**config.mk**
```make
export PLATFORM = sky130hd
export DESIGN_NAME = l2norm_arbiter_flat
export DESIGN_NICKNAME = d
export VERILOG_FILES = /design/src/rtl/l2norm_arbiter_if.sv /design/src/rtl/l2norm_arbiter.sv /design/src/flat_wrapper.sv
export SDC_FILE = /design/constraint.sdc
export NUM_CORES = 1
export LEC_CHECK = 0
export ABC_AREA = 0
export BUFFER_PORTS_ARGS = -buffer_cell sky130_fd_sc_hd__buf_2
export CAP_MARGIN = 20
export CORE_AREA = 8 8 153 155
export DETAILED_ROUTE_END_ITERATION = 8
export DIE_AREA = 0 0 161 163
export PLACE_DENSITY = 0.46
export SYNTH_ARGS = -nofsm -noshare
export SYNTH_HDL_FRONTEND = slang
export SYNTH_SLANG_ARGS = --single-unit
```
**constraint.sdc**
```tcl
create_clock -name clock -period 2.9 [get_ports clock]
set_input_delay 0.145 -clock clock [delete_from_list [all_inputs] [get_ports clock]]
set_output_delay 0.145 -clock clock [all_outputs]
set_load 0.1 [all_outputs]
```
**src/rtl/l2norm_arbiter_if.sv**
```systemverilog
// Bundle of every handshake/data signal between the stream sources, the norm
// engine and l2norm_arbiter. Latency: none, wires only. Backpressure: carried
// by the tready signals of the s_/m_/r_/o_ channels.
// Ports (signals): s_* requester beats in, m_* beats to engine, r_* engine
// result in, o_* result out to requesters, busy status.
// Modport slave is the arbiter's view; master is the surrounding environment.
interface l2norm_arbiter_if #(
  parameter int NUM_REQ = 4
);
  logic [NUM_REQ*64-1:0] s_tdata;
  logic [NUM_REQ-1:0]    s_tvalid;
  logic [NUM_REQ-1:0]    s_tlast;
  logic [NUM_REQ-1:0]    s_tready;
  logic [63:0]           m_tdata;
  logic                  m_tvalid;
  logic                  m_tlast;
  logic                  m_tready;
  logic [31:0]           r_tdata;
  logic                  r_tvalid;
  logic                  r_tready;
  logic [31:0]           o_tdata;
  logic [NUM_REQ-1:0]    o_tvalid;
  logic [NUM_REQ-1:0]    o_tready;
  logic                  busy;

  modport slave (
    input  s_tdata, s_tvalid, s_tlast,
    output s_tready,
    output m_tdata, m_tvalid, m_tlast,
    input  m_tready,
    input  r_tdata, r_tvalid,
    output r_tready,
    output o_tdata, o_tvalid,
    input  o_tready,
    output busy
  );

  modport master (
    output s_tdata, s_tvalid, s_tlast,
    input  s_tready,
    input  m_tdata, m_tvalid, m_tlast,
    output m_tready,
    output r_tdata, r_tvalid,
    input  r_tready,
    input  o_tdata, o_tvalid,
    output o_tready,
    input  busy
  );
endinterface

```
**src/rtl/l2norm_arbiter.sv**
```systemverilog
// Round-robin arbiter sharing one L2-norm engine among NUM_REQ vector streams,
// locking the grant for a whole vector and routing results back by an in-order tag FIFO.
// Latency: grant one cycle after valid seen in IDLE; beat and result paths are combinational.
// Backpressure: m_tready passes straight to the granted s_tready; o_tready[head] drives
// r_tready; a full tag FIFO only holds off new grants.
// Ports: clock, reset (sync, active-high), bus (l2norm_arbiter_if.slave: s_*, m_*, r_*, o_*, busy).
module l2norm_arbiter #(
  parameter int NUM_REQ   = 4,
  parameter int TAG_DEPTH = 4
) (
  input logic              clock,
  input logic              reset,
  l2norm_arbiter_if.slave  bus
);
  localparam int IW = $clog2(NUM_REQ);
  localparam int AW = $clog2(TAG_DEPTH);

  localparam logic [0:0] IDLE  = 1'b0;
  localparam logic [0:0] BURST = 1'b1;

  logic [0:0]    state;
  logic [IW-1:0] g;         // granted requester
  logic [IW-1:0] p;         // round-robin start point
  logic [IW-1:0] pick;
  logic          pick_vld;
  int            idx;

  logic [IW-1:0] tag_mem [TAG_DEPTH];
  logic [AW-1:0] wr_ptr;
  logic [AW-1:0] rd_ptr;
  logic [AW:0]   count;
  logic [IW-1:0] head;
  logic          fifo_full;
  logic          fifo_empty;
  logic          push;
  logic          pop;
  logic          vec_done;

  // Scan from the farthest offset down so the requester closest to p wins.
  always_comb begin
    pick     = p;
    pick_vld = 1'b0;
    idx      = 0;
    for (int k = NUM_REQ - 1; k >= 0; k--) begin
      idx = int'(p) + k;
      if (idx >= NUM_REQ) idx = idx - NUM_REQ;
      if (bus.s_tvalid[idx]) begin
        pick     = IW'(idx);
        pick_vld = 1'b1;
      end
    end
  end

  // Beat path: only the granted requester is visible, and only while in BURST,
  // so the engine sees zeros between vectors.
  always_comb begin
    bus.m_tdata  = '0;
    bus.m_tvalid = 1'b0;
    bus.m_tlast  = 1'b0;
    bus.s_tready = '0;
    if (state == BURST) begin
      bus.m_tdata     = bus.s_tdata[int'(g)*64 +: 64];
      bus.m_tvalid    = bus.s_tvalid[g];
      bus.m_tlast     = bus.s_tlast[g];
      bus.s_tready[g] = bus.m_tready;
    end
  end

  assign vec_done   = (state == BURST) && bus.m_tvalid && bus.m_tready && bus.m_tlast;
  assign fifo_full  = (count == (AW + 1)'(TAG_DEPTH));
  assign fifo_empty = (count == '0);
  // Full is judged on the registered count, so a pop in the same cycle does
  // not let a grant through until the next cycle.
  assign push       = (state == IDLE) && pick_vld && !fifo_full;
  assign head       = tag_mem[rd_ptr];

  // Result path: results come back in grant order, so the FIFO head names the owner.
  // With nothing in flight a stray result is stalled rather than dropped.
  always_comb begin
    bus.o_tdata  = bus.r_tdata;
    bus.o_tvalid = '0;
    bus.r_tready = 1'b0;
    if (!fifo_empty) begin
      bus.o_tvalid[head] = bus.r_tvalid;
      bus.r_tready       = bus.o_tready[head];
    end
  end

  assign pop      = bus.r_tvalid && bus.r_tready;
  assign bus.busy = (state == BURST) || !fifo_empty;

  always_ff @(posedge clock) begin
    if (reset) begin
      state  <= IDLE;
      g      <= '0;
      p      <= '0;
      wr_ptr <= '0;
      rd_ptr <= '0;
      count  <= '0;
    end else begin
      case (state)
        IDLE: begin
          if (push) begin
            g     <= pick;
            state <= BURST;
          end
        end
        BURST: begin
          if (vec_done) begin
            state <= IDLE;
            p     <= (g == IW'(NUM_REQ - 1)) ? '0 : g + 1'b1;
          end
        end
        default: state <= IDLE;
      endcase

      if (push) wr_ptr <= wr_ptr + 1'b1;
      if (pop)  rd_ptr <= rd_ptr + 1'b1;

      case ({push, pop})
        2'b10:   count <= count + 1'b1;
        2'b01:   count <= count - 1'b1;
        default: count <= count;
      endcase
    end
  end

  // Tag storage needs no reset: entries are only read once the count covers them.
  always_ff @(posedge clock) begin
    if (push) tag_mem[wr_ptr] <= pick;
  end
endmodule

```
**src/flat_wrapper.sv**
```systemverilog
// flat-port wrapper written by rule: the top's interface ports become plain ports
module l2norm_arbiter_flat 
#(
  parameter int NUM_REQ   = 4,
  parameter int TAG_DEPTH = 4
)
  (clock, reset, bus_s_tdata, bus_s_tvalid, bus_s_tlast, bus_s_tready, bus_m_tdata, bus_m_tvalid, bus_m_tlast, bus_m_tready, bus_r_tdata, bus_r_tvalid, bus_r_tready, bus_o_tdata, bus_o_tvalid, bus_o_tready, bus_busy);
  l2norm_arbiter_if #(.NUM_REQ(NUM_REQ)) bus_i ();
  input logic clock;
  input logic reset;
  input wire logic [$bits(bus_i.s_tdata)-1:0] bus_s_tdata;
  input wire logic [$bits(bus_i.s_tvalid)-1:0] bus_s_tvalid;
  input wire logic [$bits(bus_i.s_tlast)-1:0] bus_s_tlast;
  output wire logic [$bits(bus_i.s_tready)-1:0] bus_s_tready;
  output wire logic [$bits(bus_i.m_tdata)-1:0] bus_m_tdata;
  output wire logic [$bits(bus_i.m_tvalid)-1:0] bus_m_tvalid;
  output wire logic [$bits(bus_i.m_tlast)-1:0] bus_m_tlast;
  input wire logic [$bits(bus_i.m_tready)-1:0] bus_m_tready;
  input wire logic [$bits(bus_i.r_tdata)-1:0] bus_r_tdata;
  input wire logic [$bits(bus_i.r_tvalid)-1:0] bus_r_tvalid;
  output wire logic [$bits(bus_i.r_tready)-1:0] bus_r_tready;
  output wire logic [$bits(bus_i.o_tdata)-1:0] bus_o_tdata;
  output wire logic [$bits(bus_i.o_tvalid)-1:0] bus_o_tvalid;
  input wire logic [$bits(bus_i.o_tready)-1:0] bus_o_tready;
  output wire logic [$bits(bus_i.busy)-1:0] bus_busy;
  assign bus_i.s_tdata = bus_s_tdata;
  assign bus_i.s_tvalid = bus_s_tvalid;
  assign bus_i.s_tlast = bus_s_tlast;
  assign bus_s_tready = bus_i.s_tready;
  assign bus_m_tdata = bus_i.m_tdata;
  assign bus_m_tvalid = bus_i.m_tvalid;
  assign bus_m_tlast = bus_i.m_tlast;
  assign bus_i.m_tready = bus_m_tready;
  assign bus_i.r_tdata = bus_r_tdata;
  assign bus_i.r_tvalid = bus_r_tvalid;
  assign bus_r_tready = bus_i.r_tready;
  assign bus_o_tdata = bus_i.o_tdata;
  assign bus_o_tvalid = bus_i.o_tvalid;
  assign bus_i.o_tready = bus_o_tready;
  assign bus_busy = bus_i.busy;
  l2norm_arbiter #(.NUM_REQ(NUM_REQ), .TAG_DEPTH(TAG_DEPTH)) u_core (.clock(clock), .reset(reset), .bus(bus_i));
endmodule
```
==> impl_metrics.xml <==
<?xml version="1.0" encoding="UTF-8"?>
<metrics>
  <group name="outcome">
    <metric name="status" unit="">completed</metric>
  </group>
  <group name="power_and_ir_drop">
    <metric name="p_sw" unit="W">0.00187</metric>
    <metric name="sw_frac_of_total" unit="%">59.5</metric>
    <metric name="internal_cell_power" unit="W">0.00127</metric>
    <metric name="power.static_leakage" unit="nW">2.57</metric>
    <metric name="pwr-share-seq" unit="%">15.1</metric>
    <metric name="pwr_density_cell" unit="nW/um^2">586</metric>
    <metric name="comb_power_share" unit="%">75.7</metric>
    <metric name="irDropWorstVdd" unit="uV">225</metric>
    <metric name="report.power.total" unit="W">0.00315</metric>
    <metric name="clock_power_share" unit="%">9.3</metric>
  </group>
  <group name="timing">
    <metric name="fmax" unit="MHz">369</metric>
    <metric name="timing_worst_slew_pin_value" unit="ns">0.748</metric>
    <metric name="final.period_utilization" unit="%">93.4</metric>
    <metric name="timing.final.setup_violations" unit="">0</metric>
    <metric name="final_setup_tns" unit="ns">0</metric>
    <metric name="final_hold_viol_count" unit="">0</metric>
    <metric name="grt_setup_unrepaired" unit="">false</metric>
    <metric name="layout_min_cycle_time" unit="ns">2.71</metric>
    <metric name="slew-limit-headroom" unit="%">50.1</metric>
    <metric name="maxSlewViolCount" unit="">0</metric>
    <metric name="clock_skew" unit="ns">0.00314</metric>
  </group>
  <group name="critical_path">
    <metric name="cp.required" unit="ns">3.09</metric>
    <metric name="max_stage_delay" unit="ns">0.52</metric>
    <metric name="rrSetupSlack" unit="ns">0.19</metric>
    <metric name="timing.critical_path.from_type" unit="">flop</metric>
    <metric name="cpMaxStageDelayCell" unit="">mux4_2</metric>
    <metric name="cp_cell_sequence" unit="">mux4_2 -&gt; or2_4 -&gt; o22ai_4 -&gt; ha_2 -&gt; inv_1 -&gt; fa_1 -&gt; xor2_1 -&gt; or3_1 -&gt; a21oi_1</metric>
    <metric name="worst-setup-path-type" unit="">reg -&gt; reg</metric>
    <metric name="critical_path.max_fanout" unit="">4</metric>
    <metric name="critPathArrivalTime" unit="ns">2.90</metric>
    <metric name="crit_path_end_kind" unit="">flop</metric>
  </group>
  <group name="drt">
    <metric name="dr.pass1.iters" unit="">4</metric>
    <metric name="detail_route.iter0.violations" unit="">172</metric>
    <metric name="vias" unit="">3770</metric>
    <metric name="routedWlPerCell" unit="um">20.6</metric>
    <metric name="routed_via_density" unit="">4.26</metric>
    <metric name="postRouteWirelength" unit="mm">18.2</metric>
    <metric name="postRouteAntennaNets" unit="">0</metric>
    <metric name="count_of_unresolved_drc_violations_after_routing" unit="">0</metric>
  </group>
  <group name="logic_synthesis">
    <metric name="ys_seq_area_share" unit="%">15.2</metric>
    <metric name="synthArstFlopShare" unit="%">0</metric>
    <metric name="yosysTopAreaCellShare" unit="%">44.8</metric>
    <metric name="syn-mean-instance-area" unit="sq um">11.4</metric>
    <metric name="synthDistinctLibCells" unit="">38</metric>
    <metric name="yosys_warnings" unit="">0</metric>
    <metric name="synth.top_cells.by_area" unit="">mux4_2 45%, and2_1 13%, dfxtp_1 8.2%</metric>
    <metric name="synth-edff-count" unit="">8</metric>
    <metric name="yosys_most_used_dff" unit="">dfxtp_1</metric>
    <metric name="synthesis.nets" unit="">614</metric>
    <metric name="netlist.top_cell.by_area" unit="">mux4_2</metric>
    <metric name="synthCells" unit="">300</metric>
    <metric name="syn-cell-area" unit="sq um">3420</metric>
    <metric name="yosys_register_bits" unit="">22</metric>
  </group>
  <group name="grt">
    <metric name="grt_util_all_layers" unit="%">12.9</metric>
    <metric name="grt_first_pass_wirelength" unit="mm">26.6</metric>
    <metric name="antenna_found_initial" unit="">5</metric>
    <metric name="first_global_vias" unit="">4289</metric>
    <metric name="grt_ovf" unit="">0</metric>
    <metric name="grt_max_degree" unit="">74</metric>
  </group>
  <group name="hold_path">
    <metric name="hp-class" unit="">in -&gt; reg</metric>
  </group>
  <group name="floorplanning">
    <metric name="floorplan.die.width" unit="um">161</metric>
    <metric name="initial_cell_density_of_the_core" unit="%">16.4</metric>
    <metric name="die_h" unit="um">163</metric>
    <metric name="floorplan.rows" unit="">53</metric>
    <metric name="placeableCoreArea" unit="sq um">20800</metric>
    <metric name="io-pin-count" unit="">412</metric>
    <metric name="die-area" unit="sq um">26200</metric>
  </group>
  <group name="place">
    <metric name="portBuffers" unit="">347</metric>
    <metric name="gpl.final_weighted_congestion" unit="">0.871</metric>
    <metric name="placed_cells" unit="">875</metric>
    <metric name="hpwl" unit="mm">16.1</metric>
  </group>
  <group name="clocking">
    <metric name="clock-sinks" unit="">22</metric>
    <metric name="clock_latency" unit="ns">0.25</metric>
    <metric name="max-clock-path-buffers" unit="">2</metric>
    <metric name="worst_setup_hold_path_clk_slew" unit="ns">0.06</metric>
    <metric name="cts.root.buffer_cell" unit="">clkbuf_16</metric>
    <metric name="cts_hold_repair.buffers" unit="">0</metric>
    <metric name="tritoncts_clock_tree" unit="">done</metric>
    <metric name="cts.htree.levels" unit="">1</metric>
    <metric name="cts_inserted_buffers" unit="">3</metric>
  </group>
  <group name="layout">
    <metric name="finish.cell_count_without_fillers" unit="">884</metric>
    <metric name="footprint_of_the_multi_input_gates" unit="sq um">2520</metric>
    <metric name="final-seq-area" unit="sq um">531</metric>
    <metric name="drive_above_1_share" unit="%">72.6</metric>
    <metric name="layout.filler_cells" unit="">2283</metric>
    <metric name="final_net_count" unit="">921</metric>
    <metric name="final_core_utilization" unit="%">25.8</metric>
    <metric name="flow.area_growth_from_synthesis" unit="%">56.7</metric>
  </group>
  <group name="flow_run">
    <metric name="max_cap_viol_count" unit="">0</metric>
  </group>
</metrics>
-- final timing paths --
| path | startpoint | end | depth (start not counted) |
|---|---|---|---|
| worst min-delay path | reset | u_core.p[1]$_SDFFE_PP0P_ | 2 |
| worst max-delay path | flop | u_core.count[2]$_SDFFE_PP0P_ | 9 |
| worst max register to register | flop | u_core.count[2]$_SDFFE_PP0P_ | 9 |
| worst min register to register | u_core.p[0]$_SDFFE_PP0P_ | u_core.p[0]$_SDFFE_PP0P_ | 2 |
-- cell usage in the layout (no fill, tap or decap), types with 2 or more instances in the layout --
master / Yosys / layout
buf_2: 7 / 347
and2_1: 70 / 70
mux4_2: 68 / 68
nor2_1: 15 / 15
inv_1: 12 / 12
buf_4: 33 / 11
dfxtp_1: 14 / 10
ha_1: 9 / 8
edfxtp_1: 8 / 8
a21oi_1: 7 / 7
mux2i_1: 7 / 7
and3_1: 4 / 4
diode_2: 0 / 3
o22ai_1: 3 / 3
clkbuf_16: 0 / 3
o22a_1: 2 / 2
xor2_1: 2 / 2
xnor2_1: 2 / 2
or3_1: 2 / 2
dfxtp_2: 0 / 2
dfxtp_4: 0 / 2
-- routing by layer --
layer	wire length [um]	up-vias	global-route usage, %
met5	31	-	0
met4	138	4	2.78
met1	7040	1772	15.2
met3	1880	29	4.88
met2	9140	240	22.1
li1	-	1725	-
-- per-stage QoR --
stage          setup slack, ns  hold slack [ns]  cell area, sq um
2_1_floorplan            0.241            0.214              3420
3_3_place_gp             0.136            0.291              5250
3_5_place_dp             0.115            0.291              5250
4_1_cts                 0.0710            0.243              5330
5_1_grt                 0.0492            0.263              5360
6_report                 0.192            0.240              5360
-- flip-flops by register name, indices dropped and copies added, names as in the netlist, named ones only --
signal	cells
u_core.count	3
u_core.g	2
u_core.p	2
u_core.rd_ptr	2
u_core.state	1
u_core.tag_mem	8
u_core.wr_ptr	2
-- critical path: cells and delay by family (launching register included) --
family                   cells  cell delay (ns)
AO/OA/AOI/OAI                2             0.36
buffers and inverters        1             0.06
AND/OR/NAND/NOR              2             0.57
XOR/XNOR                     1             0.16
adder cells (fa/ha/maj)      2             0.64
multiplexers                 1             0.52
flip-flops                   1             0.35
-- cell usage after synthesis (all sizes together), types with 7 or more instances --
master  count
and2       70
mux2i       7
a21oi       7
edfxtp      8
mux4       68
dfxtp      14
buf        44
clkbuf     13
inv        12
nor2       15
ha          9
-- final cells by class --
| cell class | instances | area share [%] |
|---|---|---|
| multi-input cells | 209 | 47.0 |
| repair buffers | 359 | 34.3 |
| flip-flops and latches | 22 | 9.89 |
| well taps | 275 | 6.41 |
| clock buffers | 3 | 1.40 |
| inverters | 12 | 0.840 |
| diodes | 3 | 0.140 |
| clock inverters | 1 | 0.0700 |
-- cell families (layout without fill, tap and decap cells) --
| kind of cell | after synthesis | in the layout | share of synthesized area, % |
|---|---|---|---|
| AND/OR/NAND/NOR | 101 | 101 | 17.6 |
| multiplexers | 75 | 75 | 46.8 |
| buffers and inverters | 69 | 375 | 11.5 |
| flip-flops | 22 | 22 | 15.2 |
| AO/OA/AOI/OAI | 19 | 19 | 4.06 |
| adder cells (fa/ha/maj) | 10 | 10 | 3.88 |
| XOR/XNOR | 4 | 4 | 1.02 |
| other | 0 | 3 | 0 |
-- power by group through the flow --
stage / Clock (W) / Combinational (W) / Sequential, W
after floorplan: 0 / 0.00209 / 0.000439
after global placement: 0 / 0.00235 / 0.000481
after detailed placement: 0 / 0.00236 / 0.000483
after CTS: 0.000299 / 0.00237 / 0.000477
after global routing: 0.000312 / 0.00251 / 0.000491
final: 0.000292 / 0.00238 / 0.000474
-- repair_timing --
action,CTS,global route
setup endpoints to repair,0,1
endpoints found under the hold margin,0,0
resized for setup,0,3
setup buffers,0,2
(Power assumes the default switching activity.)
